$ cat src/rtl/alu_pkg.sv
// alu_pkg: definitions shared by seq_alu and seq_muldiv.
//   - ALU control opcodes, four bits wide, matching the datapath decoder.
//   - FSM state encoding for the sequencing controller.
//   - is_muldiv(): true for the opcodes that take the iterative path.
package alu_pkg;

  localparam logic [3:0] ALU_AND  = 4'b0000;
  localparam logic [3:0] ALU_OR   = 4'b0001;
  localparam logic [3:0] ALU_ADD  = 4'b0010;
  localparam logic [3:0] ALU_SLL  = 4'b0011;
  localparam logic [3:0] ALU_SRL  = 4'b0100;
  localparam logic [3:0] ALU_SRA  = 4'b0101;
  localparam logic [3:0] ALU_SUB  = 4'b0110;
  localparam logic [3:0] ALU_SLT  = 4'b0111;
  localparam logic [3:0] ALU_SLTU = 4'b1000;
  localparam logic [3:0] ALU_MUL  = 4'b1001;
  localparam logic [3:0] ALU_DIVU = 4'b1010;
  localparam logic [3:0] ALU_REMU = 4'b1011;
  localparam logic [3:0] ALU_NOR  = 4'b1100;

  typedef enum logic [1:0] {
    S_IDLE = 2'b00,
    S_BUSY = 2'b01,
    S_DONE = 2'b10
  } state_t;

  function automatic logic is_muldiv(input logic [3:0] op);
    return (op == ALU_MUL) || (op == ALU_DIVU) || (op == ALU_REMU);
  endfunction

endpackage

$ cat src/rtl/seq_muldiv.sv
// seq_muldiv: iterative multiplier / restoring divider, one bit per cycle.
// Ports:
//   clock, reset  rising-edge clock, asynchronous active-high reset
//   start         load operands and begin a WIDTH-step operation
//   op            ALU_MUL, ALU_DIVU or ALU_REMU (sampled with start)
//   a, b          operand A (multiplicand / dividend), B (multiplier / divisor)
//   done          one-cycle pulse once all WIDTH steps have been taken
//   result        low product, quotient or remainder; valid while done
// Latency is fixed at WIDTH step cycles plus the done cycle, independent
// of the operand values.
module seq_muldiv
  import alu_pkg::*;
#(
  parameter int WIDTH = 32,
  parameter int OP_W  = 4
) (
  input  logic             clock,
  input  logic             reset,
  input  logic             start,
  input  logic [OP_W-1:0]  op,
  input  logic [WIDTH-1:0] a,
  input  logic [WIDTH-1:0] b,
  output logic             done,
  output logic [WIDTH-1:0] result
);

  localparam int CNT_W = $clog2(WIDTH) + 1;

  // Register roles:
  //   MUL : acc = partial product, x = shifted multiplicand, y = shifted multiplier
  //   DIV : acc = partial remainder, x = dividend shifting into quotient, y = divisor
  logic             busy_reg;
  logic [CNT_W-1:0] count_reg;
  logic             mul_reg;
  logic             rem_reg;
  logic [WIDTH-1:0] acc_reg,  acc_next;
  logic [WIDTH-1:0] x_reg,    x_next;
  logic [WIDTH-1:0] y_reg,    y_next;

  logic [WIDTH:0]   trial;
  logic [WIDTH:0]   diff;

  always_comb begin
    trial    = {acc_reg, x_reg[WIDTH-1]};
    diff     = trial - {1'b0, y_reg};
    acc_next = acc_reg;
    x_next   = x_reg;
    y_next   = y_reg;
    if (mul_reg) begin
      acc_next = y_reg[0] ? (acc_reg + x_reg) : acc_reg;
      x_next   = {x_reg[WIDTH-2:0], 1'b0};
      y_next   = {1'b0, y_reg[WIDTH-1:1]};
    end else begin
      // Restoring step. A zero divisor always "fits", which naturally
      // yields an all-ones quotient and leaves the dividend as remainder.
      if (trial >= {1'b0, y_reg}) begin
        acc_next = diff[WIDTH-1:0];
        x_next   = {x_reg[WIDTH-2:0], 1'b1};
      end else begin
        acc_next = trial[WIDTH-1:0];
        x_next   = {x_reg[WIDTH-2:0], 1'b0};
      end
    end
  end

  always_ff @(posedge clock or posedge reset) begin
    if (reset) begin
      busy_reg  <= 1'b0;
      count_reg <= '0;
      mul_reg   <= 1'b0;
      rem_reg   <= 1'b0;
      acc_reg   <= '0;
      x_reg     <= '0;
      y_reg     <= '0;
    end else if (start) begin
      busy_reg  <= 1'b1;
      count_reg <= CNT_W'(WIDTH);
      mul_reg   <= (op == ALU_MUL);
      rem_reg   <= (op == ALU_REMU);
      acc_reg   <= '0;
      x_reg     <= a;
      y_reg     <= b;
    end else if (busy_reg) begin
      if (count_reg != '0) begin
        acc_reg   <= acc_next;
        x_reg     <= x_next;
        y_reg     <= y_next;
        count_reg <= count_reg - CNT_W'(1);
      end else begin
        // done is seen for exactly this cycle; drop busy afterwards
        busy_reg <= 1'b0;
      end
    end
  end

  assign done   = busy_reg && (count_reg == '0);
  assign result = (mul_reg || rem_reg) ? acc_reg : x_reg;

endmodule

$ cat src/rtl/seq_alu.sv
// seq_alu: handshaked execute-stage ALU with registered result and flags.
// Ports:
//   clock, reset          rising-edge clock, asynchronous active-high reset
//   in_valid / in_ready   operation request handshake (ready only when idle)
//   ALUControl            opcode (see alu_pkg)
//   input1, input2        operands A and B, latched on acceptance
//   out_valid / out_ready result handshake; outputs held until consumed
//   ALUOut                registered result
//   zero                  ALUOut == 0, registered with the result
//   overflow              signed overflow for ADD/SUB, else 0
// Simple ops finish one cycle after acceptance; MUL/DIVU/REMU take
// WIDTH+1 cycles through seq_muldiv.
module seq_alu
  import alu_pkg::*;
#(
  parameter int WIDTH = 32,
  parameter int OP_W  = 4
) (
  input  logic             clock,
  input  logic             reset,
  input  logic             in_valid,
  output logic             in_ready,
  input  logic [OP_W-1:0]  ALUControl,
  input  logic [WIDTH-1:0] input1,
  input  logic [WIDTH-1:0] input2,
  output logic             out_valid,
  input  logic             out_ready,
  output logic [WIDTH-1:0] ALUOut,
  output logic             zero,
  output logic             overflow
);

  localparam int SH_W = $clog2(WIDTH);

  state_t           state_reg;
  logic [OP_W-1:0]  op_reg;
  logic [WIDTH-1:0] a_reg;
  logic [WIDTH-1:0] b_reg;
  logic [WIDTH-1:0] result_reg;
  logic             zero_reg;
  logic             ovf_reg;

  logic             accept;
  logic             md_start;
  logic             md_done;
  logic [WIDTH-1:0] md_result;

  logic [WIDTH-1:0] simple_result;
  logic             simple_ovf;
  logic [WIDTH-1:0] sum;
  logic [WIDTH-1:0] dif;
  logic [SH_W-1:0]  shamt;

  assign accept   = (state_reg == S_IDLE) && in_valid;
  assign md_start = accept && is_muldiv(ALUControl);

  seq_muldiv #(
    .WIDTH (WIDTH),
    .OP_W  (OP_W)
  ) u_muldiv (
    .clock  (clock),
    .reset  (reset),
    .start  (md_start),
    .op     (ALUControl),
    .a      (input1),
    .b      (input2),
    .done   (md_done),
    .result (md_result)
  );

  // Single-cycle ops, evaluated from the latched operands during BUSY.
  always_comb begin
    sum           = a_reg + b_reg;
    dif           = a_reg - b_reg;
    shamt         = b_reg[SH_W-1:0];
    simple_result = '0;
    simple_ovf    = 1'b0;
    case (op_reg)
      ALU_AND:  simple_result = a_reg & b_reg;
      ALU_OR:   simple_result = a_reg | b_reg;
      ALU_NOR:  simple_result = ~(a_reg | b_reg);
      ALU_ADD: begin
        simple_result = sum;
        simple_ovf    = (a_reg[WIDTH-1] == b_reg[WIDTH-1]) &&
                        (sum[WIDTH-1] != a_reg[WIDTH-1]);
      end
      ALU_SUB: begin
        simple_result = dif;
        simple_ovf    = (a_reg[WIDTH-1] != b_reg[WIDTH-1]) &&
                        (dif[WIDTH-1] != a_reg[WIDTH-1]);
      end
      ALU_SLT:  simple_result = {{(WIDTH-1){1'b0}}, ($signed(a_reg) < $signed(b_reg))};
      ALU_SLTU: simple_result = {{(WIDTH-1){1'b0}}, (a_reg < b_reg)};
      ALU_SLL:  simple_result = a_reg << shamt;
      ALU_SRL:  simple_result = a_reg >> shamt;
      ALU_SRA:  simple_result = WIDTH'($signed(a_reg) >>> shamt);
      default:  simple_result = '0;
    endcase
  end

  always_ff @(posedge clock or posedge reset) begin
    if (reset) begin
      state_reg  <= S_IDLE;
      op_reg     <= '0;
      a_reg      <= '0;
      b_reg      <= '0;
      result_reg <= '0;
      zero_reg   <= 1'b0;
      ovf_reg    <= 1'b0;
    end else begin
      case (state_reg)
        S_IDLE: begin
          if (in_valid) begin
            op_reg    <= ALUControl;
            a_reg     <= input1;
            b_reg     <= input2;
            state_reg <= S_BUSY;
          end
        end
        S_BUSY: begin
          if (!is_muldiv(op_reg)) begin
            result_reg <= simple_result;
            zero_reg   <= (simple_result == '0);
            ovf_reg    <= simple_ovf;
            state_reg  <= S_DONE;
          end else if (md_done) begin
            result_reg <= md_result;
            zero_reg   <= (md_result == '0);
            ovf_reg    <= 1'b0;
            state_reg  <= S_DONE;
          end
        end
        S_DONE: begin
          if (out_ready) begin
            state_reg <= S_IDLE;
          end
        end
        default: state_reg <= S_IDLE;
      endcase
    end
  end

  assign in_ready  = (state_reg == S_IDLE);
  assign out_valid = (state_reg == S_DONE);
  assign ALUOut    = result_reg;
  assign zero      = zero_reg;
  assign overflow  = ovf_reg;

endmodule

$ cat config.mk
export PLATFORM = sky130hd
export DESIGN_NAME = seq_alu
export DESIGN_NICKNAME = d
export VERILOG_FILES = /design/src/rtl/alu_pkg.sv /design/src/rtl/seq_muldiv.sv /design/src/rtl/seq_alu.sv
export SDC_FILE = /design/constraint.sdc
export NUM_CORES = 1
export LEC_CHECK = 0
export ABC_AREA = 0
export CELL_PAD_IN_SITES_DETAIL_PLACEMENT = 0
export CELL_PAD_IN_SITES_GLOBAL_PLACEMENT = 1
export CORE_UTILIZATION = 51
export DETAILED_ROUTE_END_ITERATION = 10
export PLACE_DENSITY = 0.95
export SLEW_MARGIN = 10
export SYNTH_ARGS = -nofsm -noshare
export SYNTH_HDL_FRONTEND = slang
export SYNTH_SLANG_ARGS = --single-unit
$ cat constraint.sdc
create_clock -name clock -period 18.95 [get_ports clock]
set_input_delay 2.8425 -clock clock [delete_from_list [all_inputs] [get_ports clock]]
set_output_delay 2.8425 -clock clock [all_outputs]
set_load 0.05 [all_outputs]
==> run_results.csv <==
group,metric,value,unit
synth,ys_ff_latch,209,
synth,synth_top_family_by_area,"compound AO/OA/AOI/OAI gates",
setup_path,crit_path_start_kind,"flip-flop",
sta,timing.hold.ws,0.476,ns
clock_tree,cts.sinks,209,
setup_path,crit_fanout,45,
place,gp_congestion,1.09,
setup_path,cp_top_family,"compound AO/OA/AOI/OAI gates",
synth,synth_mux_area_frac,0.102,
floorplanning,die_area,0.0449,mm2
synth,netlist_area,0.0225,mm2
layout,syn_to_final_growth,9.36,%
synth,synth.most_common_cell,"nand2_1",
clock_tree,ctsResizeCount,0,
clock_tree,ctsRootBufferMaster,"clkbuf_16",
floorplanning,start_util,0.519,
setup_path,cpPeakStageDelay,0.78,ns
synth,yosys.area_share.simple,0.191,
synth,netlist_top_cells_area,"dfrtp_1 (23%), ha_1 (9.1%), nand2_1 (6.8%), o21ai_0 (5.5%), mux2i_1 (5.2%)",
setup_path,critPathMostFrequentCell,"a31oi_1",
setup_path,critPathCapture,"ALUOut[31]",
global_route,grt_pass1_wl,147000,um
layout,fillerInstances,4037,
sta,skew,0.0261,ns
setup_path,critical_path_class,"reg2reg",
synth,syn_inst,2924,
routing,ant_nets,0,
sta,fin_ws,13.50,ns
routing,wl,98400,um
synth,yosysSeqAreaShare,0.233,
floorplanning,core-area,0.0433,mm2
sta,setup_viol_count_final,0,
place,dp_slack,13.07,ns
place,dp_hpwl,75100,um
min_path,hp-class,"reg2reg",
clock_tree,cts_made_buffers,23,
synth,synth_xor_area_frac,0.0273,
global_route,grt_max_degree,98,
setup_path,cp.depth,15,
layout,multi_input_area,0.0158,mm2
status,status,"complete, no violations",
routing,dr.pass1.iters,9,
routing,drc_errors,0,
sta,fmax,183,MHz
setup_path,cpMaxStageDelayCell,"dfrtp_4",
sta,rsz0062_at_grt,"no",
sta,hold_violations,0,
global_route,grt_util_all_layers,0.436,
setup_path,r2r_setup_slack,13.50,ns
synth,ys_async_sr_fraction,1.00,
clock_tree,cts_buffer_depth,3,
synth,synth_edf_count,0,
floorplanning,die_w,212,um
global_route,first_global_vias,22800,
sta,period_needed,5.45,ns
setup_path,reg2reg_depth,15,
setup_path,crit_path_end_kind,"flip-flop",
routing,vias,24100,
clock_tree,cts_max_level,1,
setup_path,path_buf_inv,2,
setup_path,arrival,5.87,ns
sta,slew_headroom,0.213,
synth,synth_top_area_cell,"dfrtp_1",
place,place.port_buffers,107,
setup_path,regToRegEndpoint,"ALUOut[31]",
clock_tree,holdBufCountCts,0,
sta,drv_slew,0,
layout,regArea,0.00524,mm2
global_route,antenna_found_initial,1,
synth,syn_area_per_cell,7.68,um2
setup_path,cp.required,19.37,ns
floorplanning,num_rows,76,
routing,viasPerCell,6.89,
clock_tree,postCtsSetupBuffers,0,
synth,synth_warnings,0,
synth,synthTopCellsByCount,"nand2_1 (409), nor2_1 (260), o21ai_0 (245)",
clock_tree,cts_tree,"done",
floorplanning,io_pins,108,
setup_path,worstPathCellList,"inv_1 -> buf_4 -> ha_1 -> a211oi_1 -> o31ai_1 -> a221oi_2 -> a31oi_1 -> a41o_1 -> a31oi_1 -> o21bai_1 -> a21oi_1 -> nor2_1 -> a211o_1 -> a21oi_1 -> a31oi_1",
synth,synth_top_area_frac,0.233,
routing,drt_iter0_markers,3492,
sta,fin_tns_setup,0,ns
synth,synth_compound_area_frac,0.284,
flow_run,drv_cap,0,
layout,drive_above_1_share,0.0700,
layout,n_antenna_cell,0,
global_route,overflow,0,
setup_path,r2r-start,"b_reg[1]",
sta,worst_slew_pin_slew,1.17,ns
synth,synth_cell_types,99,
clock_tree,clk_latency,0.57,ns
layout,num-nets-final,3136,
synth,synth-main-ff-cell,"dfrtp_1",
setup_path,startpoint,"b_reg[1]",
synth,synth_nets,3164,
synth,synthAdderAreaFrac,0.0950,
routing,wl_per_cell,28.1,um
sta,fin_crit_sh,0.288,
floorplanning,fp.dieH,212,um
clock_tree,cts.clk_slew.worst_paths,0.06,ns
## cells in the final DEF (no fill, tap or decap), types with 75 or more instances in the layout
master / Yosys / routed
a21oi_1: 190 / 189
clkdlybuf4s50_1: 0 / 107
dfrtp_1: 209 / 205
ha_1: 164 / 164
inv_1: 158 / 157
mux2i_1: 116 / 116
nand2_1: 409 / 408
nor2_1: 260 / 259
o211ai_1: 75 / 75
o21ai_0: 245 / 245
## kinds of logic after synthesis
logic type      after synthesis
compound gates              975
xor+xnor                     70
mux                         179
fa+ha+maj                   168
buf+inv                     367
flops                       209
simple gates                956
## layer usage
metal	part of all wire	track usage	vias to the layer above
met2	0.44	0.668	1486
li1	-	-	10600
met3	0.10	0.0825	348
met4	0.069	0.262	0
met1	0.39	0.571	11600
met5	0	0	-
## worst register-to-register path, stage by stage, from the launching register on
cell	delay (ns)
dfrtp_4	0.78
inv_1	0.11
buf_4	0.26
ha_1	0.36
a211oi_1	0.45
o31ai_1	0.27
a221oi_2	0.67
a31oi_1	0.34
a41o_1	0.40
a31oi_1	0.31
o21bai_1	0.15
a21oi_1	0.38
nor2_1	0.08
a211o_1	0.29
a21oi_1	0.31
a31oi_1	0.15
## cell type report
class,instances,share of cell area
multi-input cells,2348,0.642
repair buffers,154,0.0580
well taps,585,0.0298
clock inverters,14,0.00703
flip-flops and latches,209,0.213
clock buffers,28,0.0254
inverters,160,0.0248
## worst min-delay path by stage
stage	from	endpoint	slack, ns	depth (start not counted)
after CTS	ALUOut[7]	ALUOut[7]	0.47	2
after global placement	ALUOut[7]	ALUOut[7]	0.46	2
after floorplan	u_muldiv.rem_reg	u_muldiv.rem_reg	0.45	2
after global routing	ALUOut[11]	ALUOut[11]	0.49	2
after detailed placement	ALUOut[7]	ALUOut[7]	0.46	2
final	ALUOut[10]	ALUOut[10]	0.48	2
## metrics by stage
stage                      util  area [um2]  std cells
after detailed placement  0.549       23800       3456
after floorplan               -       22500       2924
final                     0.567       24600       3498
after global routing      0.567       24600       3498
after CTS                 0.567       24600       3498
after global placement    0.549       23800       3456
Power is not shown: default switching activity piles up to over one toggle a cycle in this logic, so the estimate is an artifact.
